File: src/rtl/vga_timing_pkg.sv
// Shared timing constants, RGB332 field positions and the window-compare helper
// for the 640x480@60 VGA display path.
package vga_timing_pkg;

  localparam int unsigned VGA_H_ACTIVE = 640;
  localparam int unsigned VGA_H_FP     = 16;
  localparam int unsigned VGA_H_SYNC   = 96;
  localparam int unsigned VGA_H_BP     = 48;
  localparam int unsigned VGA_H_TOTAL  = VGA_H_ACTIVE + VGA_H_FP + VGA_H_SYNC + VGA_H_BP;

  localparam int unsigned VGA_V_ACTIVE = 480;
  localparam int unsigned VGA_V_FP     = 10;
  localparam int unsigned VGA_V_SYNC   = 2;
  localparam int unsigned VGA_V_BP     = 33;
  localparam int unsigned VGA_V_TOTAL  = VGA_V_ACTIVE + VGA_V_FP + VGA_V_SYNC + VGA_V_BP;

  localparam int R_HI = 7;
  localparam int R_LO = 5;
  localparam int G_HI = 4;
  localparam int G_LO = 2;
  localparam int B_HI = 1;
  localparam int B_LO = 0;

  // True when cnt lies in [start, start+len-1]; a zero length never matches.
  function automatic logic in_window(input logic [9:0] cnt,
                                     input int unsigned start,
                                     input int unsigned len);
    int unsigned c;
    c = {22'd0, cnt};
    return (c >= start) && (c < start + len);
  endfunction

endpackage

File: src/rtl/vga_timing_driver_pixel_delay_line.sv
// Pixel-tick gated shift register; used to hold the raw act/hs/vs flags back
// until the matching colour arrives from the pattern generator.
module pixel_delay_line #(
  parameter int WIDTH = 3,
  parameter int DEPTH = 1
) (
  input  logic             clk,
  input  logic             rst,
  input  logic             pe,
  input  logic [WIDTH-1:0] d,
  output logic [WIDTH-1:0] q
);

  generate
    if (DEPTH == 0) begin : g_pass
      assign q = d;
    end else begin : g_shift
      logic [WIDTH-1:0] stages [DEPTH];

      // Flushing to zero means "blank, no sync" for the flags carried here.
      always_ff @(posedge clk) begin
        if (rst) begin
          for (int i = 0; i < DEPTH; i++) stages[i] <= '0;
        end else if (pe) begin
          stages[0] <= d;
          for (int i = 1; i < DEPTH; i++) stages[i] <= stages[i-1];
        end
      end

      assign q = stages[DEPTH-1];
    end
  endgenerate

endmodule

File: src/rtl/vga_timing_driver.sv
// VGA timing generator and pin driver: issues x/y to the pattern generator,
// takes back RGB332 colour and drives sync-aligned colour to the DAC pins.
module vga_timing_driver
  import vga_timing_pkg::*;
#(
  parameter int          CLK_DIV     = 4,
  parameter int unsigned H_ACTIVE    = VGA_H_ACTIVE,
  parameter int unsigned H_FP        = VGA_H_FP,
  parameter int unsigned H_SYNC      = VGA_H_SYNC,
  parameter int unsigned H_BP        = VGA_H_BP,
  parameter int unsigned V_ACTIVE    = VGA_V_ACTIVE,
  parameter int unsigned V_FP        = VGA_V_FP,
  parameter int unsigned V_SYNC      = VGA_V_SYNC,
  parameter int unsigned V_BP        = VGA_V_BP,
  parameter bit          SYNC_POL    = 1'b0,
  parameter int          PIX_LATENCY = 1
) (
  input  logic       CLK_IN,
  input  logic       RST_IN,
  input  logic [7:0] memRGB,
  output logic [9:0] x,
  output logic [9:0] y,
  output logic       FRAME_CLOCK,
  output logic       VGA_HS,
  output logic       VGA_VS,
  output logic [2:0] VGA_R,
  output logic [2:0] VGA_G,
  output logic [1:0] VGA_B,
  output logic       ACTIVE
);

  localparam int unsigned H_TOTAL = H_ACTIVE + H_FP + H_SYNC + H_BP;
  localparam int unsigned V_TOTAL = V_ACTIVE + V_FP + V_SYNC + V_BP;
  localparam logic [9:0]  H_LAST  = 10'(H_TOTAL - 1);
  localparam logic [9:0]  V_LAST  = 10'(V_TOTAL - 1);

  logic       pe;
  logic [9:0] x_next;
  logic [9:0] y_next;
  logic       act_raw;
  logic       hs_raw;
  logic       vs_raw;
  logic [2:0] dly_q;
  logic       dly_act;
  logic       dly_hs;
  logic       dly_vs;

  generate
    if (CLK_DIV <= 1) begin : g_no_div
      assign pe = 1'b1;
    end else begin : g_div
      localparam int              DIV_W    = $clog2(CLK_DIV);
      localparam logic [DIV_W-1:0] DIV_LAST = DIV_W'(CLK_DIV - 1);
      logic [DIV_W-1:0] div;

      always_ff @(posedge CLK_IN) begin
        if (RST_IN) begin
          div <= '0;
        end else if (div == DIV_LAST) begin
          div <= '0;
        end else begin
          div <= div + 1'b1;
        end
      end

      assign pe = (div == DIV_LAST);
    end
  endgenerate

  always_comb begin
    x_next = x + 10'd1;
    y_next = y;
    if (x == H_LAST) begin
      x_next = '0;
      y_next = (y == V_LAST) ? '0 : y + 10'd1;
    end
  end

  // FRAME_CLOCK is computed from the next y so it rises together with y = V_ACTIVE.
  always_ff @(posedge CLK_IN) begin
    if (RST_IN) begin
      x           <= '0;
      y           <= '0;
      FRAME_CLOCK <= 1'b0;
    end else if (pe) begin
      x           <= x_next;
      y           <= y_next;
      FRAME_CLOCK <= (y_next == 10'(V_ACTIVE));
    end
  end

  assign act_raw = in_window(x, 0, H_ACTIVE) && in_window(y, 0, V_ACTIVE);
  assign hs_raw  = in_window(x, H_ACTIVE + H_FP, H_SYNC);
  assign vs_raw  = in_window(y, V_ACTIVE + V_FP, V_SYNC);

  pixel_delay_line #(
    .WIDTH(3),
    .DEPTH(PIX_LATENCY)
  ) u_delay (
    .clk(CLK_IN),
    .rst(RST_IN),
    .pe (pe),
    .d  ({act_raw, hs_raw, vs_raw}),
    .q  (dly_q)
  );

  assign {dly_act, dly_hs, dly_vs} = dly_q;

  // Colour is forced black outside the visible area so porches stay at 0 V.
  always_ff @(posedge CLK_IN) begin
    if (RST_IN) begin
      VGA_R  <= '0;
      VGA_G  <= '0;
      VGA_B  <= '0;
      ACTIVE <= 1'b0;
      VGA_HS <= ~SYNC_POL;
      VGA_VS <= ~SYNC_POL;
    end else if (pe) begin
      ACTIVE <= dly_act;
      VGA_HS <= dly_hs ? SYNC_POL : ~SYNC_POL;
      VGA_VS <= dly_vs ? SYNC_POL : ~SYNC_POL;
      if (dly_act) begin
        VGA_R <= memRGB[R_HI:R_LO];
        VGA_G <= memRGB[G_HI:G_LO];
        VGA_B <= memRGB[B_HI:B_LO];
      end else begin
        VGA_R <= '0;
        VGA_G <= '0;
        VGA_B <= '0;
      end
    end
  end

endmodule

File: config.mk
export PLATFORM = sky130hd
export DESIGN_NAME = vga_timing_driver
export DESIGN_NICKNAME = d
export VERILOG_FILES = /design/src/rtl/vga_timing_pkg.sv /design/src/rtl/vga_timing_driver_pixel_delay_line.sv /design/src/rtl/vga_timing_driver.sv
export SDC_FILE = /design/constraint.sdc
export NUM_CORES = 1
export LEC_CHECK = 0
export ABC_AREA = 1
export BUFFER_PORTS_ARGS = -buffer_cell sky130_fd_sc_hd__buf_2
export CORE_MARGIN = 2
export CORE_UTILIZATION = 40
export DETAILED_ROUTE_END_ITERATION = 8
export PLACE_DENSITY = 0.69
export SLEW_MARGIN = 20
export SYNTH_ARGS = -nofsm -noshare
export SYNTH_HDL_FRONTEND = slang
export SYNTH_HIERARCHICAL = 1
export SYNTH_SLANG_ARGS = --single-unit
File: constraint.sdc
create_clock -name CLK_IN -period 4.6 [get_ports CLK_IN]
set_input_delay 0.46 -clock CLK_IN [delete_from_list [all_inputs] [get_ports CLK_IN]]
set_output_delay 0.46 -clock CLK_IN [all_outputs]
set_load 0.05 [all_outputs]
==> load_flow_metrics.sql <==
INSERT INTO impl_metrics (metric_group, metric, value, unit) VALUES
('min_path', 'min-delay-path-class', 'in -> reg', ''),
('sta', 'final.min_clock_period', '2096', 'ps'),
('floorplanning', 'die_area', '0.005100', 'sq mm'),
('floorplanning', 'chipWidth', '71.42', 'microns'),
('synthesis', 'synthArstFlopShare', '0', '%'),
('global_route', 'grt_remaining_overflow', '0', ''),
('sta', 'max_slew_margin', '36.43', '%'),
('final_layout', 'fin_nets', '303', ''),
('critical_path', 'setup.worst_path.end_class', 'flop', ''),
('critical_path', 'critical_path.max_fanout', '15', ''),
('power_and_ir_drop', 'share_seq_of_total_power', '51.8', '%'),
('synthesis', 'dominantRegCellSynth', 'dfxtp_1', ''),
('critical_path', 'cp.required', '4810', 'ps'),
('global_route', 'antenna_found_initial', '0', ''),
('final_layout', 'insertedDiodeCount', '0', ''),
('global_route', 'grt-busiest-layer', 'met2', ''),
('power_and_ir_drop', 'p_int', '501.7', 'uW'),
('synthesis', 'syn_area', '0.001818', 'sq mm'),
('floorplanning', 'floorplan.rows', '24', ''),
('global_route', 'first_global_vias', '1597', ''),
('placed_design', 'place_worst_setup_slack', '2547', 'ps'),
('power_and_ir_drop', 'swShare', '22.91', '%'),
('routing', 'wl_cell', '12.22', 'microns'),
('flow_run', 'max_cap_violations', '0', ''),
('global_route', 'grt_pass1_wl', '7010', 'microns'),
('synthesis', 'synthesis.area_per_instance', '7.390', 'sq um'),
('critical_path', 'cp_top_family', 'simple AND/OR/NAND/NOR gates', ''),
('final_layout', 'area_growth_syn_to_layout', '18.79', '%'),
('sta', 'worst_slew_pin_slew', '950.1', 'ps'),
('power_and_ir_drop', 'worst_ir_drop_vdd', '0.0002078', 'V'),
('clock_tree', 'cts_tree', 'done', ''),
('clock_tree', 'clock_path_buffers', '2', ''),
('power_and_ir_drop', 'power.share.combinational', '6.1', '%'),
('floorplanning', 'floorplan.io_pins', '42', ''),
('synthesis', 'ys_top_cells_by_area', 'dfxtp_1, nand2_1, inv_1, nor2_1, nand3_1', ''),
('clock_tree', 'hold_buffers', '0', ''),
('global_route', 'global_route.usage.met1', '21.49', '%'),
('critical_path', 'critical-path-max-stage-delay', '730', 'ps'),
('synthesis', 'post_synth_most_frequent_cells', 'nand2_1, inv_1, dfxtp_1', ''),
('sta', 'final-max-slew-violation-count', '0', ''),
('final_layout', 'post_route_cells_drive_above_1_share', '19.38', '%'),
('critical_path', 'timing.rr.start', 'g_div.div[0]', ''),
('critical_path', 'path_class', 'reg -> reg', ''),
('floorplanning', 'die_h', '71.42', 'microns'),
('sta', 'final.setup.tns', '0', 'ps'),
('critical_path', 'reg2regPathDepth', '5', ''),
('routing', 'detail-route-antenna-nets', '0', ''),
('synthesis', 'syn_inst', '246', ''),
('global_route', 'grt.met2_usage', '29.22', '%'),
('sta', 'timing.final.hold_violations', '0', ''),
('synthesis', 'yosys.cell_count.top_type', 'nand2_1', ''),
('critical_path', 'worst_setup_path_endpoint', 'y[4]', ''),
('clock_tree', 'maximum_level_of_the_cts_h_tree', '2', ''),
('clock_tree', 'cts_post_setup_buffers_inserted', '0', ''),
('synthesis', 'synth_warnings', '6', ''),
('critical_path', 'worstSetupPathDepth', '5', ''),
('routing', 'drt_iter0_drc', '108', ''),
('synthesis', 'post-synth-top-area-fraction', '37.44', '%'),
('placed_design', 'io_buffer_count', '41', ''),
('clock_tree', 'clk_pin_slew_worst_paths', '70', 'ps'),
('outcome', 'result_of_the_run', 'finished, final reports clean', ''),
('sta', 'min_period_over_period', '45.55', '%'),
('critical_path', 'crit_path_start', 'g_div.div[0]', ''),
('placed_design', 'place_congestion', '0.8939', ''),
('clock_tree', 'cts_made_buffers', '5', ''),
('clock_tree', 'cells_resized_by_post_cts_repair', '0', ''),
('synthesis', 'synth-edff-count', '3', ''),
('routing', 'detail_route.vias_per_cell', '5.097', ''),
('clock_tree', 'clkSinkCount', '37', ''),
('floorplanning', 'initial_cell_density_of_the_core', '41.75', '%'),
('routing', 'drt_first_pass_iters', '4', '');
[layout make-up]
cell class / count / area (sq um)
Clock inverter: 3 / 41.29
Timing Repair Buffer: 41 / 205.2
Clock buffer: 5 / 68.82
Tap cell: 52 / 65.06
Inverter: 40 / 151.4
Multi-Input combinational cell: 163 / 857.1
Fill cell: 452 / 2195
Sequential cell: 37 / 770.7
[layer usage]
metal,share of wire (%),vias to the layer above
met5,0,-
met4,0.86,0
met3,6.6,4
met2,46,58
met1,47,786
li1,-,890
[cell families after synthesis]
family | synth area share [%]
fa+ha+maj | 3.441
simple gates | 30.76
xor+xnor | 0.9637
flops | 42.40
compound gates | 11.98
buf+inv | 10.46
[how the worst min path moves through the flow]
stage	from	to	slack [ps]	cells past startpoint
after floorplan	u_delay/g_shift.stages[0][1]	VGA_HS	400	1
after global placement	g_div.div[0]	g_div.div[0]	410	1
after detailed placement	u_delay/g_shift.stages[0][0]	VGA_VS	420	1
after CTS	memRGB[5]	VGA_R[0]	410	2
after global routing	memRGB[5]	VGA_R[0]	410	2
final	memRGB[5]	VGA_R[0]	420	2
[sequential cells by signal, summed over array words and instances (netlist names)]
signal	cells
x	10
VGA_VS	1
ACTIVE	1
VGA_R	3
u_delay/g_shift.stages	3
VGA_B	2
y	10
g_div.div	2
VGA_HS	1
VGA_G	3
FRAME_CLOCK	1
[layout by cell type, fill, tap and decap left out]
| cell | count |
|---|---|
| nor2_1 | 32 |
| o21ai_1 | 1 |
| bufinv_16 | 1 |
| clkinv_1 | 1 |
| xor2_1 | 2 |
| clkinv_2 | 1 |
| a21oi_1 | 6 |
| nand3_1 | 20 |
| a22o_1 | 1 |
| buf_2 | 41 |
| nor3_1 | 7 |
| nor3b_1 | 1 |
| clkbuf_8 | 5 |
| a31oi_1 | 1 |
| a32o_1 | 8 |
| ha_1 | 5 |
| nand4_1 | 7 |
| clkinvlp_4 | 1 |
| nand2_1 | 51 |
| o22ai_1 | 6 |
| o21ai_0 | 10 |
| nor2_4 | 1 |
| or2_1 | 1 |
| nor4_1 | 1 |
| dfxtp_1 | 34 |
| nand3_4 | 1 |
| inv_2 | 4 |
| inv_1 | 35 |
| nor2_8 | 1 |
| edfxtp_1 | 3 |
[power groups by stage]
stage / registers [uW] / logic [uW] / clock network, uW
3_3_place_gp: 344 / 38.9 / 0
5_1_grt: 338 / 44.2 / 295
3_5_place_dp: 345 / 39.4 / 0
2_1_floorplan: 353 / 19.1 / 0
4_1_cts: 337 / 40.0 / 283
6_report: 337 / 39.7 / 274
[through the flow]
| step | cell area [sq um] | hold WS, ps | cells | utilization, % | total power, uW |
|---|---|---|---|---|---|
| 4_1_cts | 2160 | 409.1 | 341 | 49.60 | 660.3 |
| 3_3_place_gp | 2049 | 405.5 | 333 | 47.07 | 383.2 |
| 5_1_grt | 2160 | 409.6 | 341 | 49.60 | 677.2 |
| 2_1_floorplan | 1818 | 399.2 | 246 | - | 372.1 |
| 6_report | 2160 | 421.2 | 341 | 49.60 | 650.9 |
| 3_5_place_dp | 2049 | 419.4 | 333 | 47.07 | 384.0 |
(Power assumes the default switching activity.)
